File: src/rtl/reply_scheduler_if.sv
`default_nettype none
// ============================================================================
//  Module      : reply_scheduler_if
//  Description : Command-in / transmitter-out signal bundle for the reply
//                scheduler.
//                master : command source and transmitter side
//                         (drives cmd_valid, cmd_code, tx_busy)
//                slave  : the scheduler
//                         (drives tx_start, tx_data, cmd_full, overflow,
//                          seq_busy, msg_done)
//  Revision    : 1.0  initial release
// ============================================================================
interface reply_scheduler_if;
    logic       cmd_valid;   // one-cycle pulse, cmd_code valid
    logic [1:0] cmd_code;    // 0 start, 1 stop, 2 hitsz, 3 unknown
    logic       tx_busy;     // transmitter busy with the current byte
    logic       tx_start;    // one-cycle request to send tx_data
    logic [7:0] tx_data;     // byte to transmit
    logic       cmd_full;    // pending-command queue is full
    logic       overflow;    // sticky: a command was dropped
    logic       seq_busy;    // sequencer is not idle
    logic       msg_done;    // one-cycle pulse after the last byte completes

    modport master (
        output cmd_valid, cmd_code, tx_busy,
        input  tx_start, tx_data, cmd_full, overflow, seq_busy, msg_done
    );

    modport slave (
        input  cmd_valid, cmd_code, tx_busy,
        output tx_start, tx_data, cmd_full, overflow, seq_busy, msg_done
    );
endinterface
`default_nettype wire

File: src/rtl/reply_scheduler.sv
`default_nettype none
// ============================================================================
//  Module      : reply_scheduler
//  Description : Queues recognised command codes and streams the matching
//                fixed reply string, one byte per transmitter handshake.
//  Ports       : clk  - system clock
//                rst  - asynchronous active-high reset
//                bus  - reply_scheduler_if.slave (command input, transmitter
//                       handshake, status flags)
//  Revision    : 1.0  initial release
// ============================================================================
module reply_scheduler #(
    parameter int FIFO_DEPTH = 4
) (
    input  wire logic         clk,
    input  wire logic         rst,
    reply_scheduler_if.slave  bus
);

    localparam int PTR_W = $clog2(FIFO_DEPTH);
    localparam int CNT_W = PTR_W + 1;
    localparam logic [CNT_W-1:0] C_FULL_CNT = CNT_W'(FIFO_DEPTH);

    typedef enum logic [2:0] {
        S_IDLE      = 3'd0,
        S_LOAD      = 3'd1,
        S_SEND      = 3'd2,
        S_WAIT_BUSY = 3'd3,
        S_WAIT_DONE = 3'd4
    } state_t;

    // Reply ROM: byte idx of the reply for code.
    function automatic logic [7:0] rom_byte(input logic [1:0] code, input logic [2:0] idx);
        logic [7:0] b;
        b = 8'h00;
        case (code)
            2'd0: case (idx)                      // "RUN\r\n"
                3'd0: b = 8'h52; 3'd1: b = 8'h55; 3'd2: b = 8'h4E;
                3'd3: b = 8'h0D; 3'd4: b = 8'h0A; default: b = 8'h00;
            endcase
            2'd1: case (idx)                      // "HALT\r\n"
                3'd0: b = 8'h48; 3'd1: b = 8'h41; 3'd2: b = 8'h4C;
                3'd3: b = 8'h54; 3'd4: b = 8'h0D; 3'd5: b = 8'h0A;
                default: b = 8'h00;
            endcase
            2'd2: case (idx)                      // "HITSZ\r\n"
                3'd0: b = 8'h48; 3'd1: b = 8'h49; 3'd2: b = 8'h54;
                3'd3: b = 8'h53; 3'd4: b = 8'h5A; 3'd5: b = 8'h0D;
                3'd6: b = 8'h0A; default: b = 8'h00;
            endcase
            default: case (idx)                   // "ERR\r\n"
                3'd0: b = 8'h45; 3'd1: b = 8'h52; 3'd2: b = 8'h52;
                3'd3: b = 8'h0D; 3'd4: b = 8'h0A; default: b = 8'h00;
            endcase
        endcase
        return b;
    endfunction

    function automatic logic [2:0] last_idx(input logic [1:0] code);
        case (code)
            2'd1:    return 3'd5;
            2'd2:    return 3'd6;
            default: return 3'd4;
        endcase
    endfunction

    state_t            state_q,  state_d;
    logic [1:0]        code_q,   code_d;
    logic [2:0]        idx_q,    idx_d;
    logic [1:0]        fifo_q [FIFO_DEPTH];
    logic [1:0]        fifo_d [FIFO_DEPTH];
    logic [PTR_W-1:0]  wr_ptr_q, wr_ptr_d;
    logic [PTR_W-1:0]  rd_ptr_q, rd_ptr_d;
    logic [CNT_W-1:0]  count_q,  count_d;
    logic              tx_start_q, tx_start_d;
    logic [7:0]        tx_data_q,  tx_data_d;
    logic              cmd_full_q, cmd_full_d;
    logic              overflow_q, overflow_d;
    logic              seq_busy_q, seq_busy_d;
    logic              msg_done_q, msg_done_d;
    logic              push;
    logic              pop;

    always_comb begin
        state_d    = state_q;
        code_d     = code_q;
        idx_d      = idx_q;
        fifo_d     = fifo_q;
        wr_ptr_d   = wr_ptr_q;
        rd_ptr_d   = rd_ptr_q;
        tx_start_d = 1'b0;
        tx_data_d  = tx_data_q;
        msg_done_d = 1'b0;

        // A push while full is dropped even if LOAD pops in the same cycle.
        push       = bus.cmd_valid && !cmd_full_q;
        pop        = (state_q == S_LOAD);
        overflow_d = overflow_q || (bus.cmd_valid && cmd_full_q);

        if (push) begin
            fifo_d[wr_ptr_q] = bus.cmd_code;
            wr_ptr_d         = wr_ptr_q + PTR_W'(1);
        end
        if (pop) begin
            rd_ptr_d = rd_ptr_q + PTR_W'(1);
        end
        case ({push, pop})
            2'b10:   count_d = count_q + CNT_W'(1);
            2'b01:   count_d = count_q - CNT_W'(1);
            default: count_d = count_q;
        endcase

        // tx_data is loaded only on the transition into SEND so it stays
        // stable for the whole byte handshake.
        case (state_q)
            S_IDLE: begin
                if (count_q != '0) begin
                    state_d = S_LOAD;
                end
            end
            S_LOAD: begin
                code_d     = fifo_q[rd_ptr_q];
                idx_d      = 3'd0;
                tx_data_d  = rom_byte(fifo_q[rd_ptr_q], 3'd0);
                tx_start_d = 1'b1;
                state_d    = S_SEND;
            end
            S_SEND: begin
                state_d = S_WAIT_BUSY;
            end
            S_WAIT_BUSY: begin
                if (bus.tx_busy) begin
                    state_d = S_WAIT_DONE;
                end
            end
            S_WAIT_DONE: begin
                if (!bus.tx_busy) begin
                    if (idx_q == last_idx(code_q)) begin
                        msg_done_d = 1'b1;
                        state_d    = S_IDLE;
                    end else begin
                        idx_d      = idx_q + 3'd1;
                        tx_data_d  = rom_byte(code_q, idx_q + 3'd1);
                        tx_start_d = 1'b1;
                        state_d    = S_SEND;
                    end
                end
            end
            default: begin
                state_d = S_IDLE;
            end
        endcase

        cmd_full_d = (count_d == C_FULL_CNT);
        seq_busy_d = (state_d != S_IDLE);
    end

    always_ff @(posedge clk or posedge rst) begin
        if (rst) begin
            state_q    <= S_IDLE;
            code_q     <= 2'd0;
            idx_q      <= 3'd0;
            for (int i = 0; i < FIFO_DEPTH; i++) begin
                fifo_q[i] <= 2'd0;
            end
            wr_ptr_q   <= '0;
            rd_ptr_q   <= '0;
            count_q    <= '0;
            tx_start_q <= 1'b0;
            tx_data_q  <= 8'h00;
            cmd_full_q <= 1'b0;
            overflow_q <= 1'b0;
            seq_busy_q <= 1'b0;
            msg_done_q <= 1'b0;
        end else begin
            state_q    <= state_d;
            code_q     <= code_d;
            idx_q      <= idx_d;
            fifo_q     <= fifo_d;
            wr_ptr_q   <= wr_ptr_d;
            rd_ptr_q   <= rd_ptr_d;
            count_q    <= count_d;
            tx_start_q <= tx_start_d;
            tx_data_q  <= tx_data_d;
            cmd_full_q <= cmd_full_d;
            overflow_q <= overflow_d;
            seq_busy_q <= seq_busy_d;
            msg_done_q <= msg_done_d;
        end
    end

    assign bus.tx_start = tx_start_q;
    assign bus.tx_data  = tx_data_q;
    assign bus.cmd_full = cmd_full_q;
    assign bus.overflow = overflow_q;
    assign bus.seq_busy = seq_busy_q;
    assign bus.msg_done = msg_done_q;

endmodule
`default_nettype wire

File: src/flat_wrapper.sv
// flat-port wrapper written by rule: the top's interface ports become plain ports
module reply_scheduler_flat 
#(
    parameter int FIFO_DEPTH = 4
)
  (clk, rst, bus_cmd_valid, bus_cmd_code, bus_tx_busy, bus_tx_start, bus_tx_data, bus_cmd_full, bus_overflow, bus_seq_busy, bus_msg_done);
  reply_scheduler_if bus_i ();
  input  wire logic clk;
  input  wire logic rst;
  input wire logic [$bits(bus_i.cmd_valid)-1:0] bus_cmd_valid;
  input wire logic [$bits(bus_i.cmd_code)-1:0] bus_cmd_code;
  input wire logic [$bits(bus_i.tx_busy)-1:0] bus_tx_busy;
  output wire logic [$bits(bus_i.tx_start)-1:0] bus_tx_start;
  output wire logic [$bits(bus_i.tx_data)-1:0] bus_tx_data;
  output wire logic [$bits(bus_i.cmd_full)-1:0] bus_cmd_full;
  output wire logic [$bits(bus_i.overflow)-1:0] bus_overflow;
  output wire logic [$bits(bus_i.seq_busy)-1:0] bus_seq_busy;
  output wire logic [$bits(bus_i.msg_done)-1:0] bus_msg_done;
  assign bus_i.cmd_valid = bus_cmd_valid;
  assign bus_i.cmd_code = bus_cmd_code;
  assign bus_i.tx_busy = bus_tx_busy;
  assign bus_tx_start = bus_i.tx_start;
  assign bus_tx_data = bus_i.tx_data;
  assign bus_cmd_full = bus_i.cmd_full;
  assign bus_overflow = bus_i.overflow;
  assign bus_seq_busy = bus_i.seq_busy;
  assign bus_msg_done = bus_i.msg_done;
  reply_scheduler #(.FIFO_DEPTH(FIFO_DEPTH)) u_core (.clk(clk), .rst(rst), .bus(bus_i));
endmodule
File: config.mk
export PLATFORM = sky130hd
export DESIGN_NAME = reply_scheduler_flat
export DESIGN_NICKNAME = d
export VERILOG_FILES = /design/src/rtl/reply_scheduler_if.sv /design/src/rtl/reply_scheduler.sv /design/src/flat_wrapper.sv
export SDC_FILE = /design/constraint.sdc
export NUM_CORES = 1
export LEC_CHECK = 0
export CORE_ASPECT_RATIO = 0.6
export CORE_MARGIN = 2
export CORE_UTILIZATION = 57
export CTS_CLUSTER_SIZE = 12
export DETAILED_ROUTE_END_ITERATION = 8
export PLACE_DENSITY = 0.84
export SKIP_LAST_GASP = 1
export SLEW_MARGIN = 20
export SYNTH_ARGS = -nofsm -noshare
export SYNTH_HDL_FRONTEND = slang
export SYNTH_SLANG_ARGS = --single-unit
File: constraint.sdc
create_clock -name clk -period 2.85 [get_ports clk]
set_input_delay 0.7125 -clock clk [delete_from_list [all_inputs] [get_ports clk]]
set_output_delay 0.7125 -clock clk [all_outputs]
set_load 0.02 [all_outputs]
; After elaboration in Yosys (flattened, before gate mapping)
; Index checks and enable logic that the tools add are counted.
[word_totals]
ff_bits = 36
latchBits = 0
ram_bits = 0
rom_bits = 0
input_bits = 6
n_memories = 0
[classes]
n_addsub = 5
multipliers = 0
div = 0
n_lt_le_gt_ge = 3
eq_ne = 20
shifts = 0
mux = 33
n_bitwise = 2
n_reduce_logical = 15
[ops]
columns = operator, n
row1 = one-hot mux 7 bit (7 select lines), 1
row2 = one-hot mux 7 bit (6 select lines), 1
row3 = one-hot mux 7 bit (5 select lines), 1
row4 = one-hot mux 7 bit (4 select lines), 1
row5 = one-hot mux 8 bit (3 select lines), 1
row6 = 2-to-1 mux 3 bit, 7
row7 = 2-to-1 mux 8 bit, 2
row8 = one-hot mux 8 bit (2 select lines), 1
row9 = "== test 3 bit, second input constant", 5
row10 = one-hot mux 3 bit (5 select lines), 1
row11 = "== test 3 x 2 -> 1 bit, second input constant", 4
row12 = one-hot mux 3 bit (2 select lines), 2
row13 = one-hot mux 5 bit (2 select lines), 1
row14 = bitwise mux 8 bit, 1
row15 = 2-to-1 mux 2 bit, 4
row16 = "adder 3 x 1 -> 3 bit, second input constant", 2
row17 = "== test 2 x 1 -> 1 bit, second input constant", 3
row18 = "== test 2 bit, second input constant", 3
row19 = "== test 3 x 1 -> 1 bit, second input constant", 2
row20 = "greater-or-equal comparator 3 bit, second input constant", 2
row21 = logical NOT 3 bit, 2
row22 = NOT 2 -> 3 bit, 2
row23 = nonzero test 3 bit, 2
row24 = 2-to-1 mux 1 bit, 5
row25 = 16 further kinds, 22

; Logic depth before layout (Yosys ltp)
; Gate-level depths: netlist (run 1).
[logic_depth]
ltp_word = 9
ltp_mapped = 10

; Worst setup path before layout (run 1)
; Ideal clock, no wire load.
[synth_path]
path_type = input-to-reg
startpoint = in bus_cmd_valid
endpoint = reg u_core.cmd_full_q, in the netlist u_core.bus.cmd_full
setup_time_ns = 0.119
arrival_ns = 2.200
required_ns = 2.731
path_slack_ns = 0.531
path_stages = 9
path_buffers = 1
cell_sequence = nor2b_1 -> clkbuf_1 -> inv_1 -> ha_1 -> inv_1 -> fa_1 -> o21ai_0 -> nor2_1 -> and2_1
[synth_via]
elab_chain_len = 4
elab_cells_between_ends = 5
classes_between = 3 x eq/ne / 1 x mux / 1 x reduce/logical
[synth_lines]
columns = item, line_no
row1 = start: declaration, flat_wrapper.sv:10  ; input wire logic [$bits(bus_i.cmd_valid)-1:0] bus_cmd_valid;
row2 = logical AND 1 bit *, reply_scheduler.sv:96  ; push = bus.cmd_valid && !cmd_full_q;
row3 = == test 2 x 1 -> 1 bit or == test 2 bit (tied branches), reply_scheduler.sv:107  ; case ({push, pop})
row4 = one-hot mux 3 bit (2 select lines) *, reply_scheduler.sv:107
row5 = via u_core.count_d[1], reply_scheduler.sv:74  ; logic [CNT_W-1:0] count_q, count_d;
row6 = == test 3 bit *, reply_scheduler.sv:154  ; cmd_full_d = (count_d == C_FULL_CNT);
row7 = via u_core.cmd_full_d, reply_scheduler.sv:77  ; logic cmd_full_q, cmd_full_d;
row8 = end signal: assignment, reply_scheduler.sv:185  ; cmd_full_q <= cmd_full_d;
row9 = end: declaration, reply_scheduler.sv:77
; The timed path passes the listed nets; every way through them passes the cells marked *.
; A chain may end at the register's enable or synchronous reset.

; Worst setup path after layout (run 1)
[layout_path]
startpoint = reg u_core.state_q[2]
endpoint = reg u_core.cmd_full_q, in the netlist u_core.bus.cmd_full
[layout_via]
elab_chain_len = 4
elab_cells_between_ends = 5
classes_between = 4 x eq/ne / 1 x mux
[layout_lines]
columns = item, line_no
row1 = start: declaration, reply_scheduler.sv:67  ; state_t state_q, state_d;
row2 = start signal: assignment, reply_scheduler.sv:176  ; state_q <= state_d;
row3 = == test 3 x 1 -> 1 bit *, reply_scheduler.sv:97  ; pop = (state_q == S_LOAD);
row4 = == test 2 x 1 -> 1 bit or == test 2 bit (tied branches), reply_scheduler.sv:107
row5 = one-hot mux 3 bit (2 select lines) *, reply_scheduler.sv:107
row6 = via u_core.count_d[2], reply_scheduler.sv:74
row7 = == test 3 bit *, reply_scheduler.sv:154
row8 = via u_core.cmd_full_d, reply_scheduler.sv:77
; Marked as above.

==> impl_results.md, run 1 <==
* Layout cells sized above 1 at 12.55%
* Comb pwr share at 49.9%
* Highest metal used: met4
* P_leak at 1.055 nW
* Synth Area in Simple Gates at 13.68%
* Met1 WL at 2.104 mm
* CP Cell Sequence: nor2b_1 -> nand2b_1 -> inv_2 -> ha_1 -> inv_1 -> fa_1 -> xor2_1 -> nor2_1 -> xor2_1 -> and2_1
* Finish-stage setup viols at 0
* CP endpoint kind: register
* Min-Delay Path Class: reg2reg
* Minimum clock period at 2516 ps
* Synth top area share at 40.26%
* Vias in the first global route at 1340
* Clock tree from TritonCTS: done
* Syn_area_per_cell at 9.784 sq um
* Clock power share at 14.4%
* Tcrit/Tclk final at 88.30%
* H-tree Lvls at 2
* Cts hold-fix bufs at 0
* Setup tns final at 0 ps
* WL/cell at 14.88 microns
* Register area at 850.8 sq um
* Arrival @ worst endpoint at 2730 ps
* Met2 wire length at 1.746 mm
* R2r setup slk at 330 ps
* CTS Buf Count at 5
* Critical path's top delay family: simple AND/OR/NAND/NOR gates
* Post_cts resized at 0
* Cell with the most instances after synthesis: dfrtp_1
* Most Frequent Cell on Critical Path: xor2_1
* Mux share of post-synthesis cell area at 8.289%
* Final WS setup at 333.6 ps
* R2r endpoint: u_core.bus.cmd_full
* CP max stage delay at 460 ps
* GR Util All Layers at 21.24%
* I/O pins at 19
* Sw Share at 41.42%
* CTS Buffer Depth at 2
* Global placement routability congestion at 0.8660
* PD cells at 1056 nW/um^2
* RSZ-0062 raised after global routing: no
* First-pass GRT wire length at 6.486 mm
* Status: complete, no violations
* P_int at 1.469 mW
* Initial antenna violation count at 0
* Clock Pin Slew Worst Setup and Hold Paths at 60 ps
* Post-Syn Area at 2113 sq um
* CTS root buf: clkbuf_8
* Final HPWL DP at 3.065 mm
* Synth cell count leaders: 34 x dfrtp_1, 19 x nand2_1, 17 x nor2_1
* Critical path's slowest cell: dfrtp_1
* Ys flop type: dfrtp_1
* Hold depth at 1
* Core area at 3616 sq um
* Die area at 4226 sq um
* Distinct cells, synth at 54
* Final net count at 249
* WL met3 at 271 microns
* Sequential group share of total power at 35.6%
* Vias per inst at 5.680
* Worst-Skew Late Latency at 280 ps
* Required time worst endpoint at 3070 ps
* Adder-Cell Fraction of Synth Area at 8.052%
* Largest family of logic cells by synthesized area: compound AO/OA/AOI/OAI gates
* Iter 0 DRT Violations at 158
* Hold EP: u_core.bus.overflow
* WL final at 4.137 mm
* Row count at 17
* Overflow after GRT at 0
* DRT antenna net count at 0
* Power Total at 2.508 mW
* DRC viols at 0
* WP buf/inv at 2
* Worst Reg-to-Reg Cells at 10
* Hold Startpoint: u_core.bus.overflow
* Crit start category: register
* Final Hold Slack at 456.1 ps
* Dpl ws at 96.17 ps
* Detailed-route via count at 1579
* Max-slew violations at 0
* Net Sw Power at 1.039 mW
* Ys Warns at 0
* Synth async-reset ratio at 100.0%
* Largest net degree at the start of global routing at 35
* Starting Density at 58.44%
* CTS Sinks at 34
* Post-synthesis cell count at 216
* Worst Path Max Fanout at 8
* Synth area leader: dfrtp_1
* Compound-Gate Fraction of Synth Area at 16.40%
* Antenna fix cells at 0
* Post-CTS Setup Bufs at 0
* Synth Area in XOR/XNOR at 6.335%
* Synthesized flop and latch total at 34
* Clock Skew at 7.685 ps
* Max-cap violations at 0
* Port-buffer cells at 16
* Die Wd at 82.61 microns
* Final hold viol count at 0
* DR pass1 iterations at 4
* DIE HEIGHT at 51.17 microns
* Max VDD drop at 616.7 uV
* Area grow syn2layout at 12.43%
* Fillers at 289
* Crit Reg-Reg Startpoint: u_core.state_q[2]
* Multi-input gate area at 1122 sq um
* Fmax at 397.4 MHz
* Register area share after synthesis at 40.26%
* Post-synth EDFFs at 0
* Type of the worst setup path: reg2reg
* Ranking of synthesized cells by area: dfrtp_1 40%, ha_1 7.1%, mux2_2 4.3%, nand2_1 3.4%, nor2_1 3.0%
layout by cell type (no fill, tap or decap), types with 3 or more instances in the layout:
cell / count
dfrtp_1: 34
nand2_1: 19
nor2_1: 17
inv_1: 16
clkdlybuf4s50_1: 16
a21oi_1: 12
o21ai_0: 12
ha_1: 12
mux2_2: 8
a31oi_1: 8
clkbuf_8: 6
xnor2_1: 5
or3_1: 5
xor2_1: 4
mux2i_1: 4
nor2b_1: 3
nor3_1: 3
buf_4: 3
registers in the layout, summed over array words and instances (netlist names):
name                 cells
u_core.bus.seq_busy      1
u_core.bus.tx_start      1
u_core.idx_q             3
u_core.code_q            2
u_core.count_q           3
u_core.rd_ptr_q          2
u_core.state_q           3
u_core.bus.overflow      1
u_core.wr_ptr_q          2
u_core.fifo_q            8
u_core.bus.cmd_full      1
u_core.bus.msg_done      1
u_core.bus.tx_data       6
cell families (layout without fill, tap and decap cells):
group	after synthesis	after routing
XOR/XNOR	11	11
adder cells (fa/ha/maj)	13	13
AND/OR/NAND/NOR	59	59
buffers and inverters	31	45
flip-flops	34	34
other	1	2
AO/OA/AOI/OAI	53	53
multiplexers	14	14
power groups by stage:
stage	combinational (mW)	sequential (mW)	clock [mW]
2_1_floorplan	0.915	0.882	0
3_3_place_gp	1.20	0.886	0
3_5_place_dp	1.25	0.900	0
4_1_cts	1.25	0.891	0.373
5_1_grt	1.39	0.920	0.399
6_report	1.25	0.893	0.362
routing by layer:
metal	vias to the layer above	GRT usage [%]
li1	776	-
met1	746	33.26
met2	55	27.69
met3	2	8.304
met4	0	3.552
met5	-	0
per-stage QoR:
step                      instance area [sq um]  instances  util (%)
after global placement                     2285        270     63.18
after detailed placement                   2285        270     63.18
after CTS                                  2376        278     65.71
after floorplan                            2117        217         -
after global routing                       2376        278     65.71
final                                      2376        278     65.71
worst max path at each step:
| stage | endpoint | depth (start not counted) | slack, ps | from |
|---|---|---|---|---|
| 2_1_floorplan | u_core.bus.cmd_full | 9 | 530 | bus_cmd_valid |
| 3_3_place_gp | u_core.bus.cmd_full | 9 | 210 | bus_cmd_valid |
| 3_5_place_dp | u_core.bus.cmd_full | 9 | 100 | bus_cmd_valid |
| 4_1_cts | u_core.bus.cmd_full | 10 | 370 | u_core.state_q[2] |
| 5_1_grt | u_core.bus.cmd_full | 10 | 130 | u_core.state_q[2] |
| 6_report | u_core.bus.cmd_full | 10 | 330 | u_core.state_q[2] |
final cells by class:
type,count,share of cell area [%]
multi-input combinational,152,47.24
sequential,34,35.81
timing repair buffer,19,7.688
clock buffer,7,3.633
inverter,18,2.949
tap,47,2.475
clock inverter,1,0.2106
Note: power is estimated with default switching activity, not from simulation.
==> inputs of run 2 (changes only) <==
--- a/config.mk
+++ b/config.mk
@@ -10,7 +10,7 @@
 export CORE_UTILIZATION = 57
 export CTS_CLUSTER_SIZE = 12
 export DETAILED_ROUTE_END_ITERATION = 8
-export PLACE_DENSITY = 0.84
+export PLACE_DENSITY = 0.78
 export SKIP_LAST_GASP = 1
 export SLEW_MARGIN = 20
 export SYNTH_ARGS = -nofsm -noshare
==> impl_results.md, run 2 (synthesized netlist as in run 1, its figures left out) <==
* Status: complete, no violations
* Final net count at 249
* Port-buffer cells at 16
* CTS root buf: clkbuf_8
* CTS Buf Count at 5
* Required time worst endpoint at 3080 ps
* WL final at 4.198 mm
* CTS Sinks at 34
* Min-Delay Path Class: reg2reg
* Layout cells sized above 1 at 12.99%
* Placed instance count at 270
* Clock Pin Slew Worst Setup and Hold Paths at 70 ps
* Antenna fix cells at 0
* Most common cell after layout, fill and taps aside: dfrtp_1
* Most Frequent Cell on Critical Path: xor2_1
* Hold EP: u_core.bus.overflow
* WP buf/inv at 2
* Hold Startpoint: u_core.bus.overflow
* Final HPWL DP at 3.092 mm
* Die area at 4226 sq um
* Starting Density at 58.44%
* CTS Buffer Depth at 2
* Row count at 17
* Critical path's top delay family: simple AND/OR/NAND/NOR gates
* Global placement routability congestion at 0.8651
* Finish-stage setup viols at 0
* DIE HEIGHT at 51.17 microns
* P_leak at 1.054 nW
* Initial antenna violation count at 0
* Dpl cell area at 2285 sq um
* Hold depth at 1
* Fmax at 406.6 MHz
* Overflow after GRT at 0
* Worst Path Max Fanout at 8
* Fillers at 291
* GR Util All Layers at 23.10%
* Die Wd at 82.61 microns
* Sequential group share of total power at 35.6%
* Crit Reg-Reg Startpoint: u_core.state_q[0]
* R2r setup slk at 390 ps
* Pin slew with the least headroom to its limit at 522.0 ps
* CP max stage delay at 440 ps
* Max-slew violations at 0
* Dpl ws at 101.5 ps
* Tcrit/Tclk final at 86.30%
* Detailed-route via count at 1602
* CP endpoint kind: register
* Sw Share at 41.97%
* Worst-Skew Late Latency at 290 ps
* M1 GR Usage at 34.78%
* Commonest non-fill, non-tap cells in the layout: 34 x dfrtp_1, 19 x nand2_1, 17 x nor2_1, 16 x inv_1, 16 x clkdlybuf4s50_1
* Net Sw Power at 1.061 mW
* DRC viols at 0
* GR met3 Demand/Resource at 5.830%
* M2 GR Usage at 32.80%
* H-tree Lvls at 2
* Clock tree from TritonCTS: done
* Max-cap violations at 0
* Power Total at 2.528 mW
* Worst Reg-to-Reg Cells at 10
* DR pass1 iterations at 4
* DRT antenna net count at 0
* Post-CTS Setup Bufs at 0
* Final Instance Area at 2380 sq um
* Vias per inst at 5.763
* Arrival @ worst endpoint at 2690 ps
* Final std cells w/o fill at 278
* Type of the worst setup path: reg2reg
* P_int at 1.467 mW
* Largest net degree at the start of global routing at 35
* Number of flip-flops under the largest register name at 8
* First-pass GRT wire length at 7.134 mm
* Setup tns final at 0 ps
* Minimum clock period at 2460 ps
* Slew headroom at 65.20%
* CP Cell Sequence: nor2b_1 -> nand2b_1 -> inv_2 -> ha_1 -> inv_1 -> fa_1 -> xor2_1 -> nor2_1 -> xor2_1 -> and2_1
* Clock power share at 14.7%
* I/O pins at 19
* Post_cts resized at 0
* Core area at 3616 sq um
* PD cells at 1062 nW/um^2
* Clock Skew at 8.185 ps
* Comb pwr share at 49.7%
* Critical path's slowest cell: dfrtp_1
* WL/cell at 15.10 microns
* R2r endpoint: u_core.bus.cmd_full
* Final WS setup at 390.4 ps
* RSZ-0062 raised after global routing: no
* Max VDD drop at 555.2 uV
* Cts hold-fix bufs at 0
* Crit start category: register
* Area grow syn2layout at 12.61%
* Iter 0 DRT Violations at 175
* Largest Register: u_core.fifo_q
* Global route hottest layer: met1
* Vias in the first global route at 1459
* Final hold viol count at 0
run 2: worst max path at each step:
stage / depth (start not counted) / end / slack, ps / start
3_5_place_dp: 9 / u_core.bus.cmd_full / 100 / bus_cmd_valid
4_1_cts: 10 / u_core.bus.cmd_full / 410 / u_core.state_q[0]
3_3_place_gp: 9 / u_core.bus.cmd_full / 210 / bus_cmd_valid
5_1_grt: 10 / u_core.bus.cmd_full / 130 / u_core.state_q[2]
2_1_floorplan: 9 / u_core.bus.cmd_full / 530 / bus_cmd_valid
6_report: 10 / u_core.bus.cmd_full / 390 / u_core.state_q[0]
run 2: per-layer routing:
layer / share of wire, % / routed length [microns]
met5: 0 / 0
met4: 1.1 / 46
met3: 7.8 / 326
met2: 42 / 1751
met1: 49 / 2073
run 2: cell type report:
class | count | area [sq um] | share of cell area (%)
clock buffers | 6 | 82.58 | 3.470
flip-flops and latches | 34 | 850.8 | 35.75
clock inverters | 2 | 12.51 | 0.5258
inverters | 18 | 70.07 | 2.944
well taps | 47 | 58.81 | 2.471
multi-input cells | 152 | 1122 | 47.16
repair buffers | 19 | 182.7 | 7.676
run 2: through the flow:
step | hold slack [ps] | utilization (%)
global route | 472.9 | 65.81
CTS | 459.9 | 65.81
floorplan | 452.8 | -
global placement | 454.3 | 63.18
finish | 456.9 | 65.81
detailed placement | 443.5 | 63.18
run 2: power by group through the flow:
stage	registers, mW	logic [mW]	clock network [mW]
2_1_floorplan	0.882	0.915	0
3_3_place_gp	0.892	1.20	0
3_5_place_dp	0.905	1.25	0
4_1_cts	0.897	1.25	0.383
5_1_grt	0.939	1.41	0.406
6_report	0.900	1.26	0.371
